==> src/rtl/fft_pkg.sv <==
// Shared constants, state encoding and address type for the 32-point FFT memory sequencer.
package fft_pkg;
  localparam int FFT_N     = 32;
  localparam int FFT_LOG2N = 5;
  localparam int ADDR_W    = 5;
  localparam int TW_W      = 4;
  localparam int BFLY_N    = FFT_N / 2;

  typedef enum logic [1:0] {IDLE, RUN, DRAIN, DONE} state_t;
  typedef logic [ADDR_W-1:0] addr_t;
endpackage

==> src/rtl/fft_mem_sequencer_if.sv <==
// Control/address bundle between the FFT sequencer (master) and the memory/butterfly datapath (slave).
interface fft_mem_sequencer_if;
  import fft_pkg::*;

  logic              start;
  logic              busy;
  logic              done;
  logic              select;
  logic              write_enable;
  logic              rd_valid;
  addr_t             addr_1;
  addr_t             addr_2;
  addr_t             addw_1;
  addr_t             addw_2;
  logic [TW_W-1:0]   tw_addr;

  modport master (
    input  start,
    output busy, done, select, write_enable, rd_valid,
    output addr_1, addr_2, addw_1, addw_2, tw_addr
  );

  modport slave (
    output start,
    input  busy, done, select, write_enable, rd_valid,
    input  addr_1, addr_2, addw_1, addw_2, tw_addr
  );
endinterface

==> src/rtl/fft_delay_line.sv <==
// Fixed-depth shift register with asynchronous clear; output is the input delayed by DEPTH cycles.
module fft_delay_line #(
  parameter int WIDTH = 11,
  parameter int DEPTH = 3
) (
  input  logic             clk,
  input  logic             rst,
  input  logic [WIDTH-1:0] din,
  output logic [WIDTH-1:0] dout
);
  logic [WIDTH-1:0] pipe [DEPTH];

  always_ff @(posedge clk or posedge rst) begin
    if (rst) begin
      for (int i = 0; i < DEPTH; i++) pipe[i] <= '0;
    end else begin
      pipe[0] <= din;
      for (int i = 1; i < DEPTH; i++) pipe[i] <= pipe[i-1];
    end
  end

  assign dout = pipe[DEPTH-1];
endmodule

==> src/rtl/fft_mem_sequencer.sv <==
// Sequences read/twiddle/write addresses for a 5-stage radix-2 DIT FFT over a ping-pong memory,
// one butterfly per cycle, draining the butterfly pipeline before flipping the bank select.
module fft_mem_sequencer
  import fft_pkg::*;
#(
  parameter int LATENCY = 3
) (
  input logic                 clk,
  input logic                 rst,
  fft_mem_sequencer_if.master bus
);
  localparam logic [3:0] DRAIN_LAST = 4'(LATENCY - 1);
  localparam logic [3:0] BFLY_LAST  = 4'(BFLY_N - 1);
  localparam logic [2:0] STAGE_LAST = 3'(FFT_LOG2N - 1);

  state_t     state, state_nxt;
  logic [2:0] stage, stage_nxt;
  logic [3:0] bfly, bfly_nxt;
  logic [3:0] dcnt, dcnt_nxt;
  logic       sel, sel_nxt;

  always_ff @(posedge clk or posedge rst) begin
    if (rst) begin
      state <= IDLE;
      stage <= '0;
      bfly  <= '0;
      dcnt  <= '0;
      sel   <= 1'b0;
    end else begin
      state <= state_nxt;
      stage <= stage_nxt;
      bfly  <= bfly_nxt;
      dcnt  <= dcnt_nxt;
      sel   <= sel_nxt;
    end
  end

  always_comb begin
    state_nxt = state;
    stage_nxt = stage;
    bfly_nxt  = bfly;
    dcnt_nxt  = dcnt;
    sel_nxt   = sel;
    case (state)
      IDLE: begin
        if (bus.start) begin
          state_nxt = RUN;
          stage_nxt = '0;
          bfly_nxt  = '0;
          sel_nxt   = 1'b0;
        end
      end
      RUN: begin
        bfly_nxt = bfly + 4'd1;
        if (bfly == BFLY_LAST) begin
          state_nxt = DRAIN;
          dcnt_nxt  = '0;
        end
      end
      DRAIN: begin
        dcnt_nxt = dcnt + 4'd1;
        // The last write of this stage lands on this cycle with the old select.
        if (dcnt == DRAIN_LAST) begin
          sel_nxt = ~sel;
          if (stage < STAGE_LAST) begin
            stage_nxt = stage + 3'd1;
            bfly_nxt  = '0;
            state_nxt = RUN;
          end else begin
            state_nxt = DONE;
          end
        end
      end
      DONE: state_nxt = IDLE;
      default: state_nxt = IDLE;
    endcase
  end

  logic [4:0] span, pos, grp, a1, tw_full;
  logic       rd_valid;

  always_comb begin
    span    = 5'd1 << stage;
    pos     = {1'b0, bfly} & (span - 5'd1);
    grp     = {1'b0, bfly} >> stage;
    a1      = (grp << (stage + 3'd1)) + pos;
    tw_full = pos << (3'd4 - stage);
  end

  assign rd_valid     = (state == RUN);
  assign bus.rd_valid = rd_valid;
  assign bus.addr_1   = rd_valid ? a1 : '0;
  assign bus.addr_2   = rd_valid ? (a1 + span) : '0;
  assign bus.tw_addr  = rd_valid ? tw_full[3:0] : '0;
  assign bus.busy     = (state != IDLE);
  assign bus.done     = (state == DONE);
  assign bus.select   = sel;

  logic [2*ADDR_W:0] wr_dout;

  fft_delay_line #(
    .WIDTH (2*ADDR_W + 1),
    .DEPTH (LATENCY)
  ) u_wr_delay (
    .clk  (clk),
    .rst  (rst),
    .din  ({rd_valid, bus.addr_1, bus.addr_2}),
    .dout (wr_dout)
  );

  assign bus.write_enable = wr_dout[2*ADDR_W];
  assign bus.addw_1       = wr_dout[2*ADDR_W-1:ADDR_W];
  assign bus.addw_2       = wr_dout[ADDR_W-1:0];
endmodule
==> src/flat_wrapper.sv <==
// flat-port wrapper written by rule: the top's interface ports become plain ports
module fft_mem_sequencer_flat import fft_pkg::*;
#(
  parameter int LATENCY = 3
)
  (clk, rst, bus_start, bus_busy, bus_done, bus_select, bus_write_enable, bus_rd_valid, bus_addr_1, bus_addr_2, bus_addw_1, bus_addw_2, bus_tw_addr);
  fft_mem_sequencer_if bus_i ();
  input logic clk;
  input logic rst;
  input wire logic [$bits(bus_i.start)-1:0] bus_start;
  output wire logic [$bits(bus_i.busy)-1:0] bus_busy;
  output wire logic [$bits(bus_i.done)-1:0] bus_done;
  output wire logic [$bits(bus_i.select)-1:0] bus_select;
  output wire logic [$bits(bus_i.write_enable)-1:0] bus_write_enable;
  output wire logic [$bits(bus_i.rd_valid)-1:0] bus_rd_valid;
  output wire logic [$bits(bus_i.addr_1)-1:0] bus_addr_1;
  output wire logic [$bits(bus_i.addr_2)-1:0] bus_addr_2;
  output wire logic [$bits(bus_i.addw_1)-1:0] bus_addw_1;
  output wire logic [$bits(bus_i.addw_2)-1:0] bus_addw_2;
  output wire logic [$bits(bus_i.tw_addr)-1:0] bus_tw_addr;
  assign bus_i.start = bus_start;
  assign bus_busy = bus_i.busy;
  assign bus_done = bus_i.done;
  assign bus_select = bus_i.select;
  assign bus_write_enable = bus_i.write_enable;
  assign bus_rd_valid = bus_i.rd_valid;
  assign bus_addr_1 = bus_i.addr_1;
  assign bus_addr_2 = bus_i.addr_2;
  assign bus_addw_1 = bus_i.addw_1;
  assign bus_addw_2 = bus_i.addw_2;
  assign bus_tw_addr = bus_i.tw_addr;
  fft_mem_sequencer #(.LATENCY(LATENCY)) u_core (.clk(clk), .rst(rst), .bus(bus_i));
endmodule
==> config.mk <==
export PLATFORM = sky130hd
export DESIGN_NAME = fft_mem_sequencer_flat
export DESIGN_NICKNAME = d
export VERILOG_FILES = /design/src/rtl/fft_pkg.sv /design/src/rtl/fft_mem_sequencer_if.sv /design/src/rtl/fft_delay_line.sv /design/src/rtl/fft_mem_sequencer.sv /design/src/flat_wrapper.sv
export SDC_FILE = /design/constraint.sdc
export NUM_CORES = 1
export LEC_CHECK = 0
export CAP_MARGIN = 20
export CORE_MARGIN = 2
export CORE_UTILIZATION = 55
export CTS_CLUSTER_DIAMETER = 40
export CTS_CLUSTER_SIZE = 12
export DETAILED_ROUTE_END_ITERATION = 16
export PLACE_DENSITY_LB_ADDON = 0.2
export SLEW_MARGIN = 40
export SYNTH_ARGS = -nofsm -noshare
export SYNTH_HDL_FRONTEND = slang
export SYNTH_SLANG_ARGS = --single-unit
==> constraint.sdc <==
create_clock -name clk -period 5.1 [get_ports clk]
set_input_delay 1.02 -clock clk [delete_from_list [all_inputs] [get_ports clk]]
set_output_delay 1.02 -clock clk [all_outputs]
set_load 0.005 [all_outputs]
# After elaboration in Yosys (flattened, before gate mapping)

Cells that the tools add are included.

Bits of input ports: 3
Output and inout bits: 29
Register bits after elaboration: 47
Word-level logic and storage cells: 62

Eq/ne operators: 9
Multiplexer cells: 21
Shift-type cells: 4
Magnitude comparators: 1
Add/sub/neg operators: 7
Bitwise gates (word level): 2
Reduce and logical (&&, ||, !) cells: 10

Operators by type and width:

| kind                                              | number |
|---|---|
| two-way mux 4 bit                                 | 5 |
| case mux 4 bit (3 select lines)                   | 1 |
| adder 5 bit                                       | 2 |
| two-way mux 5 bit                                 | 2 |
| two-way mux 3 bit                                 | 3 |
| adder 4 x 1 -> 4 bit (second input constant)      | 2 |
| two-way mux 2 bit                                 | 4 |
| case mux 2 bit (4 select lines)                   | 1 |
| case mux 4 bit (2 select lines)                   | 1 |
| AND reduction 4 bit                               | 2 |
| case mux 3 bit (2 select lines)                   | 1 |
| AND reduction 3 bit                               | 2 |
| nonzero test 2 bit                                | 3 |
| bitwise AND 4 x 5 -> 5 bit                        | 1 |
| left shift 1 x 3 -> 5 bit (first input constant)  | 1 |
| left shift 5 x 3 -> 4 bit                         | 1 |
| left shift 5 x 3 -> 5 bit                         | 1 |
| >> shifter 4 x 3 -> 5 bit                         | 1 |
| subtractor 5 x 1 -> 5 bit (second input constant) | 1 |
| == test 2 bit (second input constant)             | 2 |
| == test 4 x 2 -> 1 bit (second input constant)    | 1 |
| == test 4 bit (second input constant)             | 1 |
| != test 2 x 1 -> 1 bit (second input constant)    | 2 |
| != test 2 bit (second input constant)             | 2 |
| 10 further kinds                                  | 11 |

# Longest topological paths before layout

Gate-level depths: netlist of the first run.

Depth in word-level cells: 6
Gate-level depth with buffers: 16

# Modules after synthesis

Synthesis of the first run repeated with hierarchy kept, for this count alone.

Cells, all modules: 225
Area, all modules: 2,456.1 µm²

By module, submodules not included:

| module            | instances | area an instance (µm²) | cells an instance |
|---|---|---|---|
| fft_mem_sequencer | 1         | 1,544.0                | 180 |
| fft_delay_line    | 1         | 912.1                  | 45 |

# Least setup slack after synthesis of the first run

No wires, ideal clock.

Path type: reg2out
Start point: register u_core.stage[1]
End point: output port bus_addr_2[4]
Arrival time: 3.626 ns
Cell stages (with the launch flop): 17
Path slack: 0.454 ns
Required time: 4.080 ns
Buffers on the path: 3
Path through: dfrtp_1 -> buf_2 -> inv_1 -> ha_1 -> buf_6 -> clkbuf_1 -> nor4b_1 -> ha_1 -> inv_1 -> fa_1 -> xnor2_1 -> ha_1 -> nor2b_1 -> o21ai_0 -> a21boi_0 -> or3_1 -> mux2i_1

Cells in the longest elaborated chain, start to end: 6

Ends and longest elaborated chain:

| element                    | line                    | text |
|---|---|---|
| start: declaration         | fft_mem_sequencer.sv:17 | `logic [2:0] stage, stage_nxt;` |
| start signal: assignment   | fft_mem_sequencer.sv:31 | `stage <= stage_nxt;` |
| left shift 1 x 3 -> 5 bit  | fft_mem_sequencer.sv:83 | `span = 5'd1 << stage;` |
| subtractor 5 x 1 -> 5 bit  | fft_mem_sequencer.sv:84 | `pos = {1'b0, bfly} & (span - 5'd1);` |
| bitwise AND 4 x 5 -> 5 bit | fft_mem_sequencer.sv:84 |  |
| adder 5 bit                | fft_mem_sequencer.sv:86 | `a1 = (grp << (stage + 3'd1)) + pos;` |
| adder 5 bit *              | fft_mem_sequencer.sv:93 | `assign bus.addr_2 = rd_valid ? (a1 + span) : '0;` |
| two-way mux 5 bit *        | fft_mem_sequencer.sv:93 |  |
| end: declaration           | flat_wrapper.sv:17      | `output wire logic [$bits(bus_i.addr_2)-1:0] bus_addr_2;` |

Mark *: on every way between the ends. The rest lies on a longest branch, timed or not.

# Final worst setup path of the first run

Start point: register u_core.stage[0]
End point: output port bus_addr_2[4]

The elaborated chain is that of the path after synthesis.

==> results by group, run 1 <==
Outcome
  – Outcome: complete, no violations

STA
  – Min Tclk post-route: roughly 4.9 ns
  – Maximum clock frequency: approximately 200 MHz
  – Final Skew: roughly 0.0078 ns
  – Aggregate negative setup slack: 0 ns
  – Worst-margin pin slew: 0.677 ns
  – Final setup viols: 0
  – Slew HR: 54.9%
  – Final Cycle Share: between 90% and 100%
  – Max-slew violations: 0
  – Final Hold Viols: 0
  – RSZ-0062 raised after global routing: false

Power and ir drop
  – Peak VDD IR: between 200 and 250 µV
  – Sw frac: 33.7%
  – Part of the power in registers: a little under two fifths
  – Pwr per Cell Area: ~520 nW/µm²
  – Clk pwr share: between 10% and 20%
  – Sw power: approximately 530 µW
  – Pint: between 1 and 1.5 mW
  – Gate power share: 45.3%
  – P_leak: 1.38 nW

Final layout
  – Most frequent cells in the layout: dfrtp_1, clkdlybuf4s50_1, nor2_1, inv_1, ha_1
  – Net count, final: between 200 and 300
  – Design Area, Final: roughly 3000 µm²
  – Post-layout util: between 60 and 70%
  – FILL cells: 333
  – Post-route insts no fill: between 300 and 400
  – Area Growth Syn to Fin: 21.4%
  – Antenna Cells: 0
  – Most common cell after layout, fill and taps aside: dfrtp_1
  – Share of layout cells above drive strength 1: around 14%

Detailed routing
  – Post-route ant nets: 0
  – Initial drt markers: about 90
  – DRC errors left: 0
  – WL final: approximately 4800 µm
  – TritonRoute pass-1 iters: 4
  – Via count: approximately 1800
  – DR vias/cell: 5.52
  – Mean routed wirelength per cell: around 15 µm

Worst setup path
  – Crit-path slowest cell: fa_2
  – Delay of the slowest cell on the worst path: about 0.45 ns
  – Type of element capturing the critical path: primary output
  – CP Launch Type: register
  – Worst path cell trace: ha_1 -> ha_4 -> nand2b_4 -> nor4b_4 -> ha_2 -> inv_1 -> fa_2 -> fa_1 -> nor2b_2 -> o21ai_2 -> nor3b_2 -> or3_1 -> mux2i_2 -> clkdlybuf4s15_1
  – Crit path DAT: ~3.9 ns
  – Critical Path RT: about 4.1 ns
  – Crit-path max FO: 4
  – Setup Crit Path Kind: register to primary output
  – Delay-heaviest family, CP: adder cells
  – WP buf/inv: 2

Placement
  – Final Wtd Congestion: ~0.9
  – Post-DP HPWL: ~3300 µm
  – Placed inst area: ~2800 µm²
  – Input/output buffers: 31
  – Inst Count DP: about 320

Global routing
  – Grt total ovfl: 0
  – Vias in the first global route: about 1700
  – First-pass GRT wire length: 7810 µm
  – Largest net degree at the start of global routing: 48
  – Initial antenna violation count: 0
  – Gr usage total: about a fifth

Clock tree
  – CTS Buffer Depth: 2
  – Post-CTS Hold Buffers: 0
  – CTS buffer count: 5
  – CTS tree: built
  – # clock sinks: 47
  – CTS clk-pin slew, worst paths: roughly 0.090 ns
  – Clk_lat worst skew: about 0.3 ns
  – CTS root buf: clkbuf_8
  – H-tree depth: 2

Die
  – Die Width: just over 70 µm
  – Core area: 4350 µm²
  – Chip Height: 71.1 µm
  – Io pins: 32
  – Rows: 24
  – Starting Density: 56.9%
  – Die area: a little over 5000 µm²

Logic synthesis
  – Syn Std Cell Area: about 2500 µm²
  – Syn Inst Count: around 240
  – Ys async rst share: 100%
  – Netlist cell types: 47
  – Post-synth top flop: dfrtp_1
  – EDFF count, synth: 0
  – Synth Area per Inst: between 10 and 15 µm²
  – Seq/Total Area, Yosys: about 47%
  – Post-Syn Nets: approximately 260
  – #FFs+latches synth: 47
  – Ys Warns: 0

Worst hold path
  – Worst Hold Class: register to register

Run
  – Max Cap Viol: 0
[cell families after synthesis]
family / count (synthesis) / synth area share (%)
xor+xnor: 10 / 3.84
flops: 47 / 47.5
compound gates: 53 / 13.6
simple gates: 63 / 13.2
mux: 8 / 3.38
fa+ha+maj: 20 / 10.7
buf+inv: 38 / 7.73
[layout make-up]
cell class                      count  area, µm²  area share, %
Inverter                           19       73.8           2.45
Clock buffer                        5       68.8           2.29
Timing Repair Buffer               44        408           13.6
Clock inverter                      3       43.8           1.46
Multi-Input combinational cell    154       1170           39.0
Tap cell                           52       65.1           2.16
Sequential cell                    47       1180           39.1
[Yosys cell counts, types with 2 or more instances]
cell type	n	share of area [%]
nor2_1	20	3.0
o22ai_1	2	0.50
mux2_2	3	1.4
buf_4	10	3.0
clkbuf_1	4	0.61
nor3b_1	2	0.61
mux2i_1	5	2.0
nor3_1	4	0.81
a21boi_0	3	0.91
a211oi_1	2	0.61
nor2b_1	4	1.0
o21ai_0	16	3.2
nand4_1	2	0.50
fa_1	2	1.6
a21o_1	5	1.5
and2_1	6	1.5
inv_1	19	2.9
dfrtp_1	47	47
xor2_1	2	0.71
nand3_1	4	0.81
nor4b_1	2	0.71
ha_1	18	9.1
a22oi_1	2	0.61
nand2_1	12	1.8
buf_2	2	0.40
xnor2_1	7	2.5
a21oi_1	11	2.2
a22o_1	3	1.1
a32oi_1	2	0.71
[metal layers]
layer  GRT usage [%]  up-vias  routed length [µm]
li1                -      870                   -
met1            27.5      865                2220
met2            31.5       47                2280
met3            3.56        5                 204
met4            6.92        0                  77
met5               0        -                   0
[what timing repair did]
item | CTS | global route
gates resized for setup | 2 | 13
pin swaps | 1 | 2
setup endpoints to repair | 1 | 1
buffers inserted | 1 | 0
endpoints found under the hold margin | 0 | 0
[metrics by stage]
stage          setup WS [ns]  hold slack (ns)  power [mW]
2_1_floorplan          0.454            0.331       0.973
3_3_place_gp           0.122            0.331        1.25
3_5_place_dp        -0.00869            0.335        1.27
4_1_cts               0.0700            0.355        1.54
5_1_grt               0.0267            0.361        1.67
6_report               0.209            0.353        1.56
[power by group through the flow]
stage	registers, mW	clock network, mW	logic [mW]
after floorplan	0.548	0	0.425
after global placement	0.582	0	0.666
after detailed placement	0.592	0	0.678
after CTS	0.583	0.278	0.684
after global routing	0.598	0.291	0.778
final	0.583	0.270	0.708
[sequential cells by signal, indices dropped and copies added, names as in the netlist]
signal                  flops
u_core.bfly                 4
u_core.state                2
u_core.u_wr_delay.pipe     22
u_core.stage                3
u_core.dcnt                 4
u_core.bus.select           1
u_core.u_wr_delay.dout     11
[path summary, 6_finish.rpt]
path                       cells past startpoint                    endpoint  slack (ns)                  startpoint
min                                            0  u_core.u_wr_delay.pipe[19]        0.35  u_core.u_wr_delay.pipe[30]
min reg2reg                                    0  u_core.u_wr_delay.pipe[19]        0.35  u_core.u_wr_delay.pipe[30]
min in group asynchronous                      2             u_core.state[0]        1.13                         rst
max in group asynchronous                      2  u_core.u_wr_delay.pipe[13]        3.60                         rst
max reg2reg                                   13  u_core.u_wr_delay.pipe[26]        1.67             u_core.stage[0]
max                                           14               bus_addr_2[4]        0.21             u_core.stage[0]
No activity file was read; power rests on OpenSTA's default activity.
==> run 2: changes to the inputs <==
--- a/config.mk
+++ b/config.mk
@@ -8,6 +8,7 @@
 export CAP_MARGIN = 20
 export CORE_MARGIN = 2
 export CORE_UTILIZATION = 55
+export CTS_BUF_LIST = sky130_fd_sc_hd__clkbuf_16
 export CTS_CLUSTER_DIAMETER = 40
 export CTS_CLUSTER_SIZE = 12
 export DETAILED_ROUTE_END_ITERATION = 16
==> results by group, run 2 (synthesis results as in run 1) <==
Detailed routing
  – Initial drt markers: between 150 and 200
  – Via count: between 1500 and 2000
  – Mean routed wirelength per cell: roughly 16 µm
  – DR vias/cell: ~5.6
  – TritonRoute pass-1 iters: 4
  – Post-route ant nets: 0
  – DRC errors left: 0
  – WL final: 5120 µm

Global routing
  – GRT met2 Usage: between 30% and 40%
  – Largest net degree at the start of global routing: 48
  – Gr usage total: a little over a fifth
  – Met1 capacity usage during global routing: 27.8%
  – First-pass GRT wire length: 8160 µm
  – Most used routing layer: met2
  – Grt total ovfl: 0
  – Met3 GRT Util: under 10%
  – Vias in the first global route: 1695
  – Initial antenna violation count: 0

Final layout
  – Post-route insts no fill: 323
  – Antenna Cells: 0
  – Most frequent cells in the layout: dfrtp_1, clkdlybuf4s50_1, nor2_1, inv_1
  – Share of layout cells above drive strength 1: ~14%
  – Most common cell after layout, fill and taps aside: dfrtp_1
  – Post-layout util: approximately 70%
  – Max reg flops: 22
  – Register bank with the most flops: u_core.u_wr_delay.pipe
  – Area Growth Syn to Fin: 23.6%
  – Net count, final: slightly below 300

Die
  – Io pins: 32
  – Core area: 4350 µm²
  – Starting Density: 56.9%
  – Die area: just over 5000 µm²
  – Rows: 24
  – Die Width: slightly above 70 µm
  – Chip Height: 71.1 µm

Power and ir drop
  – Total power: 1.67 mW
  – Peak VDD IR: around 250 µV
  – P_leak: ~1.4 nW
  – Pwr per Cell Area: roughly 550 nW/µm²

STA
  – RSZ-0062 raised after global routing: false
  – Final Hold Viols: 0
  – Final setup viols: 0
  – Final Cycle Share: 97.9%
  – Max-slew violations: 0
  – Slew HR: between 50% and 60%
  – Worst-margin pin slew: 0.663 ns
  – WHS: between 0.3 and 0.4 ns
  – Final Skew: 0.00460 ns
  – Min Tclk post-route: ~5.0 ns
  – Maximum clock frequency: around 200 MHz

Placement
  – Inst Count DP: roughly 320
  – Final Wtd Congestion: ~0.9
  – Input/output buffers: 31
  – Post-DP HPWL: approximately 3300 µm

Worst hold path
  – Hold_sp: u_core.u_wr_delay.pipe[30]
  – WHS Path Cells: 0
  – Hold endpoint: u_core.u_wr_delay.pipe[19]
  – Worst Hold Class: register to register

Clock tree
  – CTS root buf: clkbuf_16
  – Post-CTS Hold Buffers: 0
  – CTS clk-pin slew, worst paths: 0.06 ns
  – CTS tree: built
  – CTS buffer count: 5
  – Setup bufs post-CTS: 0
  – H-tree depth: 2
  – # clock sinks: 47
  – CTS Buffer Depth: 2
  – Clk_lat worst skew: about 0.29 ns

Worst setup path
  – Setup Crit Path Kind: register to primary output
  – CP Launch Type: register
  – Type of element capturing the critical path: primary output
  – Register-to-register setup slack: ~1.6 ns
  – Critical Path RT: a little over 4 ns
  – R2R cell count: 13
  – FF-to-FF Start: u_core.stage[1]
  – FF-to-FF End: u_core.u_wr_delay.pipe[26]
  – Crit path DAT: just under 4 ns
  – Crit-path max FO: 6

Outcome
  – Outcome: complete, no violations

Run
  – Max Cap Viol: 0
==> run 2: metal layers <==
layer	wire, µm	up-vias	part of all wire (%)
met5	0	-	0
met3	258	11	5.0
met2	2500	55	49
met1	2250	856	44
li1	-	874	-
met4	106	0	2.1
==> run 2: cell type report <==
cell class / instances / area, µm²
Clock buffer: 5 / 125
Clock inverter: 3 / 43.8
Fill cell: 314 / 1290
Inverter: 19 / 73.8
Multi-Input combinational cell: 154 / 1180
Sequential cell: 47 / 1180
Tap cell: 52 / 65.1
Timing Repair Buffer: 43 / 399
==> run 2: worst max path at each step <==
stage                    startpoint            end  slack [ns]  cells past startpoint
global placement    u_core.stage[1]  bus_addr_2[4]        0.12                     15
finish              u_core.stage[1]  bus_addr_2[4]        0.11                     14
detailed placement  u_core.stage[1]  bus_addr_2[4]      -0.009                     15
floorplan           u_core.stage[1]  bus_addr_2[4]        0.45                     16
global route        u_core.stage[1]  bus_addr_2[4]       0.005                     14
CTS                 u_core.stage[1]  bus_addr_2[4]        0.01                     15
==> run 2: power breakdown <==
| part | switching (mW) | leakage [nW] | internal [mW] |
|---|---|---|---|
| Combinational | 0.326 | 0.725 | 0.393 |
| Clock | 0.136 | 0.0838 | 0.231 |
| Sequential | 0.0896 | 0.590 | 0.497 |
==> run 2: metrics by stage <==
| stage | worst slack (ns) | TNS (ns) | cell area [µm²] |
|---|---|---|---|
| 2_1_floorplan | 0.454 | 0 | 2480 |
| 6_report | 0.107 | 0 | 3060 |
| 3_5_place_dp | -0.00869 | -0.00869 | 2830 |
| 3_3_place_gp | 0.122 | 0 | 2820 |
| 5_1_grt | 0.00497 | 0 | 3060 |
| 4_1_cts | 0.0147 | 0 | 3010 |
==> run 2: what timing repair did <==
action / CTS / global route
endpoints found under the hold margin: 0 / 0
resized for setup: 5 / 9
pin swaps: 1 / 1
setup endpoints to repair: 1 / 1
==> run 2: worst max-delay path, cell delays in order, from the launching register on <==
cell and delay [ns]:
dfrtp_2 0.45, ha_1 0.23, ha_4 0.29, nand2b_4 0.07
nor4b_4 0.28, ha_2 0.21, inv_1 0.05, fa_2 0.45
fa_1 0.43, nor2b_2 0.17, o21ai_1 0.09, nor3b_2 0.17
or3_1 0.31, mux2i_1 0.21, dlygate4sd2_1 0.26
==> RTL change 1 (flow settings as in run 2) <==
`LATENCY` is set to 3 in 2 places; all go to 2.
--- a/src/rtl/fft_mem_sequencer.sv
+++ b/src/rtl/fft_mem_sequencer.sv
@@ -4,5 +4,5 @@
   import fft_pkg::*;
 #(
-  parameter int LATENCY = 3
+  parameter int LATENCY = 2
 ) (
   input logic                 clk,
--- a/src/flat_wrapper.sv
+++ b/src/flat_wrapper.sv
@@ -2,5 +2,5 @@
 module fft_mem_sequencer_flat import fft_pkg::*;
 #(
-  parameter int LATENCY = 3
+  parameter int LATENCY = 2
 )
   (clk, rst, bus_start, bus_busy, bus_done, bus_select, bus_write_enable, bus_rd_valid, bus_addr_1, bus_addr_2, bus_addw_1, bus_addw_2, bus_tw_addr);
Function: changed (Yosys sat finds a counterexample within 4 cycles, from zero or initial values and one cycle with rst high).
==> RTL change 1 against run 2 <==
Cell area decreased by 13%. Via count decreased by 6.8%. Worst setup slack improved by 72 ps. Synthesized cell count decreased by 9.2%. Clock skew increased by 2.4 ps. Count of clock-buffer cells in the layout unchanged. Synthesized area decreased by 15%. Sequential cell count decreased by 11. Total power decreased by 13%. Wire length decreased by 14%. Non-clock buffer count increased by 5. Largest cell class is now multi-input combinational cells. Largest power group unchanged.
==> RTL change 1: results (changes against run 2) <==
- Run status: finished clean
- DP Area: 2470 um^2 (-12%)
- Hold Vio Cnt, Final: 0 (unchanged)
- Post-synthesis compound-gate area fraction: 13.8% (+0.17 points)
- Final estimated routing congestion in global placement: 0.963 (+7.7%)
- Count of cell types in the netlist: 39 (-17%)
- P_sw: 505 uW (-8.5%)
- First-pass GRT wire length: 7370 um (-9.6%)
- Largest net degree at the start of global routing: 37 (-23%)
- Reg clk slew, reported paths: 60 ps (about the same)
- Routed vias: 1,673 (-6.8%)
- Comb pwr share: 49.0% (+6.0 points)
- Synth Area in Adders: 12.6% (+1.9 points)
- Pwr Total: 1460 uW (-13%)
- Clock Skews: 6.99 ps (+2.39 ps)
- CP peak stage delay: 470 ps (+20 ps)
- Pre-CTS setup slack: 67.9 ps (+76.5 ps)
- Syn_nets: 240 (-8.4%)
- Post-Place Cells: 293 (-7.0%)
- Commonest cells post-synth: 36 x dfrtp_1, 18 x ha_1, 16 x inv_1, 16 x o21ai_0, 15 x nand2_1
- Layout cells sized above 1: 14.1% (+0.040 points)
- HPWL after detailed placement: 3170 um (-4.8%)
- GRT Util Overall: 22.4% (+1.5 points)
- Mux contribution to synthesized area: 3.45% (+0.069 points)
- Mapped Cells: 217 (-9.2%)
- LEAKAGE: 0.00125 uW (-11%)
- CP max stage cell: fa_2
- Layout Nets: 278 (-5.1%)
- Final WL: 4380 um (-14%)
- DRT Pass-1 Iters: 4 (unchanged)
- Inserted Diodes: 0 (unchanged)
- Synth Area in XOR/XNOR: 3.33% (-0.51 points)
- Clock Power Share: 20.2% (-1.7 points)
- Fill count: 262 (-17%)
- Peak VDD IR: 0.235 mV (-5.6%)
- Worst slew pin tran: 598 ps (-65.3 ps)
- Post-layout utilization of the core: 72.6% (+2.2 points)
- Hold Path Class: flip-flop to flip-flop
- Sequential fraction of the synthesis area: 42.9% (-4.6 points)
- Worst Path Max Fanout: 4 (-2)
- DRT iter0 DRCs: 93 (-44%)
- Vias in the first global route: 1,622 (-4.3%)
- Drt wl/cell: 14.4 um (-9.1%)
[RTL change 1: cell count changes after synthesis, sizes merged, moves of 3 or more]
cell / run 2 / this run
nand2: 12 / 15
xnor2: 8 / 4
inv: 19 / 16
nor2: 20 / 14
and3: 0 / 4
dfrtp: 47 / 36
buf: 14 / 11
[RTL change 1: cell type report]
cell class	count	share of cell area, %
Multi-Input combinational cell	147	39.5
Tap cell	48	2.26
Timing Repair Buffer	48	16.4
Clock buffer	5	4.71
Sequential cell	36	34.0
Clock inverter	3	0.707
Inverter	17	2.40
[RTL change 1: worst max-delay path, delay by kind of cell (launching register included)]
family,cells,cell delay [ps]
simple gates,6,990
compound gates,1,100
mux,1,170
flops,1,420
fa+ha+maj,5,1600
buf+inv,2,320
[RTL change 1: per-layer routing]
metal	GRT usage, %	vias up	wire length (um)
met5	0	-	0
met1	28.0	820	1940
li1	-	808	-
met3	5.11	7	158
met4	4.95	0	44
met2	39.4	38	2240
[RTL change 1: path summary, 6_finish.rpt]
kind                                       startpoint                    endpoint  slack [ps]  cells after the start
hold reg to reg            u_core.u_wr_delay.pipe[16]   u_core.u_wr_delay.dout[5]         350                      0
hold / removal             u_core.u_wr_delay.pipe[16]   u_core.u_wr_delay.dout[5]         350                      0
min in group asynchronous                         rst              u_core.dcnt[1]        1130                      3
setup reg to reg                      u_core.stage[0]  u_core.u_wr_delay.pipe[15]        1640                     14
max in group asynchronous                         rst             u_core.stage[1]        3650                      3
setup / recovery                      u_core.stage[0]               bus_addr_2[4]         180                     15
[RTL change 1: what timing repair did]
| action | CTS | global route |
|---|---|---|
| endpoints found under the setup margin | 1 | 1 |
| gates cloned | 0 | 0 |
| setup buffers | 3 | 0 |
| gates resized for setup | 3 | 5 |
| pin swaps | 1 | 0 |
==> RTL change 2 (settings of run 2) <==
Without the edit above. Re-encode `state_t` (4 states) as Gray code, 2 bits wide.
--- a/src/rtl/fft_pkg.sv
+++ b/src/rtl/fft_pkg.sv
@@ -7,5 +7,5 @@
   localparam int BFLY_N    = FFT_N / 2;
 
-  typedef enum logic [1:0] {IDLE, RUN, DRAIN, DONE} state_t;
+  typedef enum logic [1:0] {IDLE = 2'b00, RUN = 2'b01, DRAIN = 2'b11, DONE = 2'b10} state_t;
   typedef logic [ADDR_W-1:0] addr_t;
 endpackage
Function: no difference found for any inputs over 10 cycles, from zero or initial values and one cycle with rst high; not proved beyond that.
==> RTL change 2 against run 2 <==
Wire length fell by 8.0%. Cell area rose by 1.7%. Worst setup slack got worse by 21 ps. First-iteration DRC count fell by 15%. Synthesized area rose by 0.66%. Final cell count fell by 0.31%. Clock skew fell by 0.72 ps. Critical path depth rose by 1. Combinational power rose by 27%. Global-route usage fell by 1.5 points. Total power rose by 11%. Sequential cell count did not move. Highest routed layer unchanged.
==> RTL change 2: results (changes against run 2) <==
- Commonest cells post-synth: 47 x dfrtp_1, 23 x ha_1, 20 x nand2_1
- Clock Skews: 3.89 ps (-0.715 ps)
- Min-Delay Endpoint: u_core.u_wr_delay.dout[3]
- Average vias per placed instance: 5.44 (-2.2%)
- R2r worst-path depth: 14 (+1)
- P_sw: 677 uW (+23%)
- Reg clk slew, reported paths: 60 ps (about the same)
- Peak VDD IR: 0.272 mV (+9.0%)
- First-pass GRT wire length: 7740 um (-5.1%)
- Final estimated routing congestion in global placement: 0.927 (+3.7%)
- HPWL after detailed placement: 3260 um (-2.0%)
- CP most frequent cell: ha_2
- DRT Pass-1 Iters: 4 (unchanged)
- Met2 global-route usage: 31.1% (-2.6 points)
- Flop2flop setup slack: 1720 ps (+140 ps)
- Layout Nets: 297 (+1.4%)
- Worst slew margin: 59.3% (+3.5 points)
- HP Start: u_core.u_wr_delay.pipe[14]
- Vias in the first global route: 1,683 (-0.71%)
- Worst hold slack: 348 ps (+0.533 ps)
- Sequential fraction of the synthesis area: 47.2% (-0.31 points)
- Met3 Track Usage GR: 3.09% (-0.89 points)
- CP max stage cell: clkdlybuf4s50_1
- LEAKAGE: 0.00150 uW (+7.2%)
- Layout cells sized above 1: 15.6% (+1.5 points)
- CP Data Arrival Time: 3990 ps (+20 ps)
- M1 GR Usage: 26.5% (-1.4 points)
- Post-Place Cells: 311 (-1.3%)
- Asr flop ratio synth: 100% (unchanged)
- Final std cells w/o fill: 322 (-0.31%)
- Largest Register: u_core.u_wr_delay.pipe
- Area contributors post-synth: dfrtp_1 47%, ha_1 12%, mux2i_1 3.2%, buf_4 3.0%, nand2_1 3.0%
- DRT iter0 DRCs: 140 (-15%)
- Drt wl/cell: 14.6 um (-7.7%)
- Syn Area/Cell: 10.5 um^2 (+1.5%)
- Syn_nets: 265 (+1.1%)
- Fill count: 296 (-5.7%)
- Count of cell types in the netlist: 45 (-4.3%)
- GRT Util Overall: 19.4% (-1.5 points)
- Run status: finished clean
## RTL change 2: changes by cell type after synthesis, moves of 3 or more
cell,before,now
ha_1,18,23
nand2b_1,1,6
inv_1,19,16
nor2_1,20,15
mux2i_1,5,8
o21ai_0,16,7
o21ai_1,0,6
nand2_1,12,20
## RTL change 2: area by class of cell
class                   count  area share (%)
multi-input cells         157            39.3
flip-flops and latches     47            37.8
repair buffers             41            12.5
clock buffers               5            4.02
clock inverters             3            2.17
inverters                  17            2.13
well taps                  52            2.09
## RTL change 2: power groups by stage
| stage | Clock, uW | Sequential (uW) | Combinational (uW) |
|---|---|---|---|
| final | 415 | 540 | 910 |
| after global placement | 0 | 542 | 828 |
| after floorplan | 0 | 536 | 580 |
| after global routing | 441 | 553 | 1010 |
| after detailed placement | 0 | 546 | 839 |
| after CTS | 423 | 540 | 876 |
## RTL change 2: kinds of logic (layout without fill, tap and decap cells)
logic type | Yosys count | count (layout) | share of synthesized area (%)
buffers and inverters | 33 | 66 | 6.77
and+or+nand+nor | 72 | 72 | 14.6
adders and majority gates | 25 | 25 | 13.1
muxes | 11 | 11 | 4.57
xor gates and xnor gates | 6 | 6 | 2.11
AOI/OAI and AO/OA | 43 | 43 | 11.6
DFF | 47 | 47 | 47.2
## RTL change 2: worst max path at each step
stage	start	end
2_1_floorplan	u_core.stage[0]	bus_addr_2[4]
3_3_place_gp	u_core.stage[1]	bus_addr_2[4]
3_5_place_dp	u_core.stage[1]	bus_addr_2[4]
4_1_cts	u_core.stage[1]	bus_addr_2[4]
5_1_grt	u_core.stage[1]	bus_addr_2[4]
6_report	u_core.stage[1]	bus_addr_2[4]
## RTL change 2: through the flow
step | util, % | instance area (um^2) | power [uW] | worst slack, ps
final | 71.5 | 3110 | 1860 | 85.6
after global routing | 71.5 | 3110 | 2000 | -19.2
after CTS | 70.3 | 3060 | 1840 | 35.0
after detailed placement | 64.7 | 2820 | 1390 | 47.1
after global placement | 64.7 | 2820 | 1370 | 166
after floorplan | - | 2490 | 1120 | 278
## RTL change 2: timing repair
item	CTS	global route
buffers inserted	2	1
pin swaps	1	0
setup endpoints to repair	1	1
hold endpoints to repair	0	0
resized for setup	7	12
## RTL change 2: critical path, delay by kind of cell (launching register included)
family          cells  cell delay (ps)
compound gates      2              240
xor+xnor            1              150
fa+ha+maj           5             1390
buf+inv             2              510
flops               1              440
mux                 1              330
simple gates        4              650
## RTL change 2: per-layer routing
| layer | vias to the layer above | wire (um) | share of wire, % |
|---|---|---|---|
| met5 | - | 0 | 0 |
| li1 | 858 | - | - |
| met1 | 828 | 2120 | 45 |
| met4 | 0 | 106 | 2.3 |
| met3 | 13 | 209 | 4.4 |
| met2 | 52 | 2270 | 48 |
